<file path="src/rtl/dff_arb_pkg.sv">
// rtl/dff_arb_pkg.sv - shared constants and FSM state encoding for the write arbiter
package dff_arb_pkg;

  localparam int N_REQ_DEF = 4;
  localparam int WIDTH_DEF = 8;
  localparam int CNT_W     = 8;
  localparam int IDX_W     = 2;

  typedef enum logic [1:0] {
    ST_IDLE  = 2'd0,
    ST_GRANT = 2'd1,
    ST_WRITE = 2'd2
  } state_e;

endpackage

</file>
<file path="src/rtl/dff_write_arbiter_if.sv">
// rtl/dff_write_arbiter_if.sv - requester/arbiter bus bundle for the shared write register
interface dff_write_arbiter_if
  import dff_arb_pkg::*;
#(
  parameter int N_REQ = N_REQ_DEF,
  parameter int WIDTH = WIDTH_DEF
) ();

  logic [N_REQ-1:0]       req;
  logic [N_REQ*WIDTH-1:0] wdata;
  logic [N_REQ-1:0]       gnt;
  logic [N_REQ-1:0]       ack;
  logic [WIDTH-1:0]       Q;
  logic [IDX_W-1:0]       owner;
  logic                   q_valid;
  logic [CNT_W-1:0]       commit_cnt;

  modport master (
    output req, wdata,
    input  gnt, ack, Q, owner, q_valid, commit_cnt
  );

  modport slave (
    input  req, wdata,
    output gnt, ack, Q, owner, q_valid, commit_cnt
  );

endinterface

</file>
<file path="src/rtl/dff_write_arbiter_rr_pick.sv">
// rtl/dff_write_arbiter_rr_pick.sv - combinational round-robin winner search starting at ptr
module rr_pick
  import dff_arb_pkg::*;
#(
  parameter int N_REQ = N_REQ_DEF
) (
  input  logic [N_REQ-1:0] req_i,
  input  logic [IDX_W-1:0] ptr_i,
  output logic [IDX_W-1:0] winner_o,
  output logic             any_o
);

  // Scan from the farthest slot back to ptr so the nearest requester wins last.
  always_comb begin
    winner_o = ptr_i;
    any_o    = |req_i;
    for (int i = N_REQ - 1; i >= 0; i--) begin
      if (req_i[(int'(ptr_i) + i) % N_REQ]) begin
        winner_o = IDX_W'((int'(ptr_i) + i) % N_REQ);
      end
    end
  end

endmodule

</file>
<file path="src/rtl/dff_write_arbiter.sv">
// rtl/dff_write_arbiter.sv - round-robin arbitrated writes into one shared data register
module dff_write_arbiter
  import dff_arb_pkg::*;
#(
  parameter int N_REQ = N_REQ_DEF,
  parameter int WIDTH = WIDTH_DEF
) (
  input  logic              clk,
  input  logic              reset,
  dff_write_arbiter_if.slave bus
);

  state_e           state_q, state_d;
  logic [N_REQ-1:0] gnt_q, gnt_d;
  logic [N_REQ-1:0] ack_q, ack_d;
  logic [WIDTH-1:0] q_q, q_d;
  logic [IDX_W-1:0] owner_q, owner_d;
  logic             valid_q, valid_d;
  logic [CNT_W-1:0] cnt_q, cnt_d;
  logic [IDX_W-1:0] ptr_q, ptr_d;
  logic [IDX_W-1:0] winner_q, winner_d;
  logic [IDX_W-1:0] pick;
  logic             any_req;

  rr_pick #(.N_REQ(N_REQ)) u_pick (
    .req_i    (bus.req),
    .ptr_i    (ptr_q),
    .winner_o (pick),
    .any_o    (any_req)
  );

  always_ff @(posedge clk or negedge reset) begin
    if (!reset) begin
      state_q  <= ST_IDLE;
      gnt_q    <= '0;
      ack_q    <= '0;
      q_q      <= '0;
      owner_q  <= '0;
      valid_q  <= 1'b0;
      cnt_q    <= '0;
      ptr_q    <= '0;
      winner_q <= '0;
    end else begin
      state_q  <= state_d;
      gnt_q    <= gnt_d;
      ack_q    <= ack_d;
      q_q      <= q_d;
      owner_q  <= owner_d;
      valid_q  <= valid_d;
      cnt_q    <= cnt_d;
      ptr_q    <= ptr_d;
      winner_q <= winner_d;
    end
  end

  // gnt and ack default to zero, so each is a single-cycle registered pulse.
  always_comb begin
    state_d  = state_q;
    gnt_d    = '0;
    ack_d    = '0;
    q_d      = q_q;
    owner_d  = owner_q;
    valid_d  = valid_q;
    cnt_d    = cnt_q;
    ptr_d    = ptr_q;
    winner_d = winner_q;
    case (state_q)
      ST_IDLE: begin
        if (any_req) begin
          winner_d    = pick;
          gnt_d[pick] = 1'b1;
          state_d     = ST_GRANT;
        end
      end
      ST_GRANT: begin
        // A withdrawn request aborts without touching data or the pointer.
        if (bus.req[winner_q]) begin
          q_d             = bus.wdata[winner_q*WIDTH +: WIDTH];
          owner_d         = winner_q;
          valid_d         = 1'b1;
          ack_d[winner_q] = 1'b1;
          cnt_d           = cnt_q + CNT_W'(1);
          ptr_d           = IDX_W'((int'(winner_q) + 1) % N_REQ);
          state_d         = ST_WRITE;
        end else begin
          state_d = ST_IDLE;
        end
      end
      ST_WRITE: state_d = ST_IDLE;
      default:  state_d = ST_IDLE;
    endcase
  end

  assign bus.gnt        = gnt_q;
  assign bus.ack        = ack_q;
  assign bus.Q          = q_q;
  assign bus.owner      = owner_q;
  assign bus.q_valid    = valid_q;
  assign bus.commit_cnt = cnt_q;

endmodule

</file>
<file path="src/flat_wrapper.sv">
// flat-port wrapper written by rule: the top's interface ports become plain ports
module dff_write_arbiter_flat import dff_arb_pkg::*;
#(
  parameter int N_REQ = N_REQ_DEF,
  parameter int WIDTH = WIDTH_DEF
)
  (clk, reset, bus_req, bus_wdata, bus_gnt, bus_ack, bus_Q, bus_owner, bus_q_valid, bus_commit_cnt);
  dff_write_arbiter_if #(.N_REQ(N_REQ), .WIDTH(WIDTH)) bus_i ();
  input  logic clk;
  input  logic reset;
  input wire logic [$bits(bus_i.req)-1:0] bus_req;
  input wire logic [$bits(bus_i.wdata)-1:0] bus_wdata;
  output wire logic [$bits(bus_i.gnt)-1:0] bus_gnt;
  output wire logic [$bits(bus_i.ack)-1:0] bus_ack;
  output wire logic [$bits(bus_i.Q)-1:0] bus_Q;
  output wire logic [$bits(bus_i.owner)-1:0] bus_owner;
  output wire logic [$bits(bus_i.q_valid)-1:0] bus_q_valid;
  output wire logic [$bits(bus_i.commit_cnt)-1:0] bus_commit_cnt;
  assign bus_i.req = bus_req;
  assign bus_i.wdata = bus_wdata;
  assign bus_gnt = bus_i.gnt;
  assign bus_ack = bus_i.ack;
  assign bus_Q = bus_i.Q;
  assign bus_owner = bus_i.owner;
  assign bus_q_valid = bus_i.q_valid;
  assign bus_commit_cnt = bus_i.commit_cnt;
  dff_write_arbiter #(.N_REQ(N_REQ), .WIDTH(WIDTH)) u_core (.clk(clk), .reset(reset), .bus(bus_i));
endmodule
</file>
<file path="config.mk">
export PLATFORM = sky130hd
export DESIGN_NAME = dff_write_arbiter_flat
export DESIGN_NICKNAME = d
export VERILOG_FILES = /design/src/rtl/dff_arb_pkg.sv /design/src/rtl/dff_write_arbiter_if.sv /design/src/rtl/dff_write_arbiter_rr_pick.sv /design/src/rtl/dff_write_arbiter.sv /design/src/flat_wrapper.sv
export SDC_FILE = /design/constraint.sdc
export NUM_CORES = 1
export LEC_CHECK = 0
export CORE_MARGIN = 4
export CORE_UTILIZATION = 39
export DETAILED_ROUTE_END_ITERATION = 12
export GPL_TIMING_DRIVEN = 0
export PLACE_DENSITY_LB_ADDON = 0.15
export SLEW_MARGIN = 0
export SYNTH_ARGS = -nofsm -noshare
export SYNTH_HDL_FRONTEND = slang
export SYNTH_HIERARCHICAL = 1
export SYNTH_SLANG_ARGS = --single-unit
</file>
<file path="constraint.sdc">
create_clock -name clk -period 1.95 [get_ports clk]
set_clock_uncertainty 0.15 [all_clocks]
set_input_delay 0.195 -clock clk [delete_from_list [all_inputs] [get_ports clk]]
set_output_delay 0.195 -clock clk [all_outputs]
set_load 0.05 [all_outputs]
</file>
==> flow_summary.json <==
{
  "status": "completed",
  "relSlewSlack_pct": 52.74,
  "insertion_delay_ns": 0.28,
  "worst_ep_arrival_time_ns": 1.86,
  "htree_levels": 2,
  "clock_sinks": 33,
  "core_sq_um": 4000,
  "final_common_cell": "clkdlybuf4s50_1",
  "final-setup-viol-count": 0,
  "die_w_um": 72.51,
  "hpwl_um": 2856,
  "grt_overflow": 0,
  "grt_max_degree": 34,
  "crit_fanout": 6,
  "postSynthAreaPerCell_sq_um": 13.09,
  "n_antenna_cell": 0,
  "met1_usage_pct": 19.19,
  "drv_slew": 0,
  "use_met2_pct": 27.00,
  "portBuffers": 64,
  "power_switching_share_pct": 44.72,
  "p_int_mw": 2.189,
  "p_leak_nw": 1.073,
  "final_cells": 253,
  "crit_required_ns": 1.96,
  "fin_crit_ns": 1.855,
  "min_path_type": "register to register",
  "use_met3_pct": 4.155,
  "antenna_found_initial": 0,
  "worstMarginPinSlew_ns": 0.7089,
  "worstSetupEndpointType": "register",
  "yosys_warnings": 6,
  "netlist_area_sq_um": 1623,
  "drt_iter0_markers": 21,
  "syn_nets": 167,
  "synth_top_flop_cell": "dfrtp_1",
  "grt_pass1_vias": 1346,
  "dp_slack_ns": -0.6023,
  "p_per_area_nw_per_um2": 1573,
  "synth-edff-count": 0,
  "max_freq_mhz": 539.2,
  "placedCellCount": 238,
  "wl_um": 3719,
  "fin_nets": 245,
  "pwr-share-seq_pct": 30.2,
  "tns_ns": 0,
  "switchingPower_mw": 1.771,
  "cts-root-buf": "clkbuf_8",
  "fin_crit_sh_pct": 95.10,
  "die_area_sq_um": 5257,
  "grtUsageTotal_pct": 15.41,
  "utilization_pct": 62.93,
  "drc": 0,
  "dr.pass1.iters": 4,
  "cap_violations": 0,
  "wl_per_cell_um": 14.70,
  "initial_core_util_pct": 40.57,
  "setup_slack_ns": 0.09546,
  "numCtsBuffers": 5,
  "hold_viol": 0,
  "synthDistinctLibCells": 37,
  "cts_tree": "yes",
  "ys_seq_elements": 33,
  "critPathLaunchType": "register",
  "gp_congestion": 0.7439,
  "clkPwrFrac_pct": 11.8,
  "ir_drop_v": 0.0007124,
  "final_antenna_net_count": 0,
  "path_clk_slew_ns": 0.07,
  "syn_to_final_growth_pct": 55.13,
  "vias": 1257,
  "grt_pass1_wl_um": 6279,
  "mostFrequentLayoutCells": "61 x clkdlybuf4s50_1, 31 x dfrtp_1, 11 x mux2_1, 8 x nand2_1, 8 x mux4_2",
  "drive_above_1_share_pct": 18.23,
  "clockBufferDepth": 2,
  "grt-busiest-layer": "met2",
  "synth.yosys.seq_area_share_pct": 50.89,
  "io_pins": 65,
  "combPwrFrac_pct": 58.0,
  "vias_per_cell": 4.968,
  "rows": 23,
  "async_flop_share_pct": 100.0,
  "die_y_um": 72.51,
  "grt_setup_unrepaired": "no",
  "path_class": "register to register",
  "syn_inst": 124
}
final timing paths:
path	startpoint	to	slack, ns	cells past startpoint
worst max-delay path	u_core/winner_q[1]$_DFFE_PN0P_	u_core/bus.Q[6]$_DFFE_PN0P_	0.1	5
worst min-delay path	u_core/bus.q_valid$_DFFE_PN0P_	u_core/bus.q_valid$_DFFE_PN0P_	0.32	1
worst max register to register	u_core/winner_q[1]$_DFFE_PN0P_	u_core/bus.Q[6]$_DFFE_PN0P_	0.1	5
worst min register to register	u_core/bus.q_valid$_DFFE_PN0P_	u_core/bus.q_valid$_DFFE_PN0P_	0.32	1
max in group asynchronous	reset	u_core/winner_q[0]$_DFFE_PN0P_	0.79	2
min in group asynchronous	reset	u_core/bus.Q[7]$_DFFE_PN0P_	0.36	2
cells in the mapped netlist (2+ instances only):
master,count,area [sq um]
nand2_1,8,30.03
dfrtp_1,33,825.8
xnor2_1,7,61.31
inv_1,4,15.01
mux2i_1,2,20.02
nor2_1,6,22.52
mux4_2,8,180.2
nor3_1,2,10.01
nor2b_1,4,25.02
o21ai_1,3,15.01
inv_2,2,7.510
and2b_2,2,17.52
mux2_1,11,123.9
o21ai_0,2,10.01
nand4_1,3,18.77
ha_1,5,62.56
nor4b_2,2,30.03
flip-flops by register name (all words and copies together) (netlist names):
| name | cells |
|---|---|
| u_core/bus.Q | 8 |
| u_core/bus.q_valid | 1 |
| u_core/state_q | 2 |
| u_core/winner_q | 2 |
| u_core/bus.ack | 4 |
| u_core/ptr_q | 2 |
| u_core/bus.commit_cnt | 8 |
| u_core/bus.owner | 2 |
| u_core/bus.gnt | 4 |
cell type report:
cell class / count / area, sq um
Buffer: 3 / 23.77
Clock buffer: 6 / 72.57
Clock inverter: 2 / 10.01
Fill cell: 298 / 1483
Inverter: 6 / 22.52
Multi-Input combinational cell: 82 / 802.0
Sequential cell: 33 / 828.3
Tap cell: 50 / 62.56
Timing Repair Buffer: 71 / 695.7
cell families after synthesis:
family / after synthesis / share of synthesized area (%)
AO/OA/AOI/OAI: 11 / 4.472
XOR/XNOR: 7 / 3.778
adder cells (fa/ha/maj): 5 / 3.855
buffers and inverters: 9 / 2.621
flip-flops: 33 / 50.89
multiplexers: 21 / 19.97
AND/OR/NAND/NOR: 38 / 14.42
routing by layer:
metal	part of all wire, %	vias to the layer above
met5	0	-
met2	54	34
met3	4.4	7
li1	-	606
met1	41	610
met4	1.1	0
power by group through the flow:
stage          sequential, mW  clock, mW  combinational (mW)
2_1_floorplan            1.86          0               0.782
3_3_place_gp             1.17          0                2.15
3_5_place_dp             1.19          0                2.17
4_1_cts                  1.20      0.490                2.27
5_1_grt                  1.25      0.523                2.46
6_report                 1.20      0.468                2.30
worst max-delay path, cell delays in order, from the launching register on:
cell     delay [ns]
dfrtp_2        0.47
mux2i_4        0.22
nor4b_4        0.34
nor2_4         0.07
buf_4          0.17
mux2_1         0.32
repair_timing:
action                                  in CTS  in global routing
pin swaps                                    3                  2
gates resized for setup                      9                  4
endpoints found under the setup margin      16                 11
hold endpoints to repair                    33                  0
setup buffers                                3                  3
hold buffers                                 1                  0
metrics by stage:
stage / area (sq um) / hold slack, ns / power [mW]
2_1_floorplan: 1623 / -0.2506 / 2.643
3_3_place_gp: 2326 / 0.3082 / 3.320
3_5_place_dp: 2321 / 0.1400 / 3.368
4_1_cts: 2486 / 0.3261 / 3.965
5_1_grt: 2517 / 0.3478 / 4.226
6_report: 2517 / 0.3230 / 3.960
No activity file was read; power rests on OpenSTA's default activity.
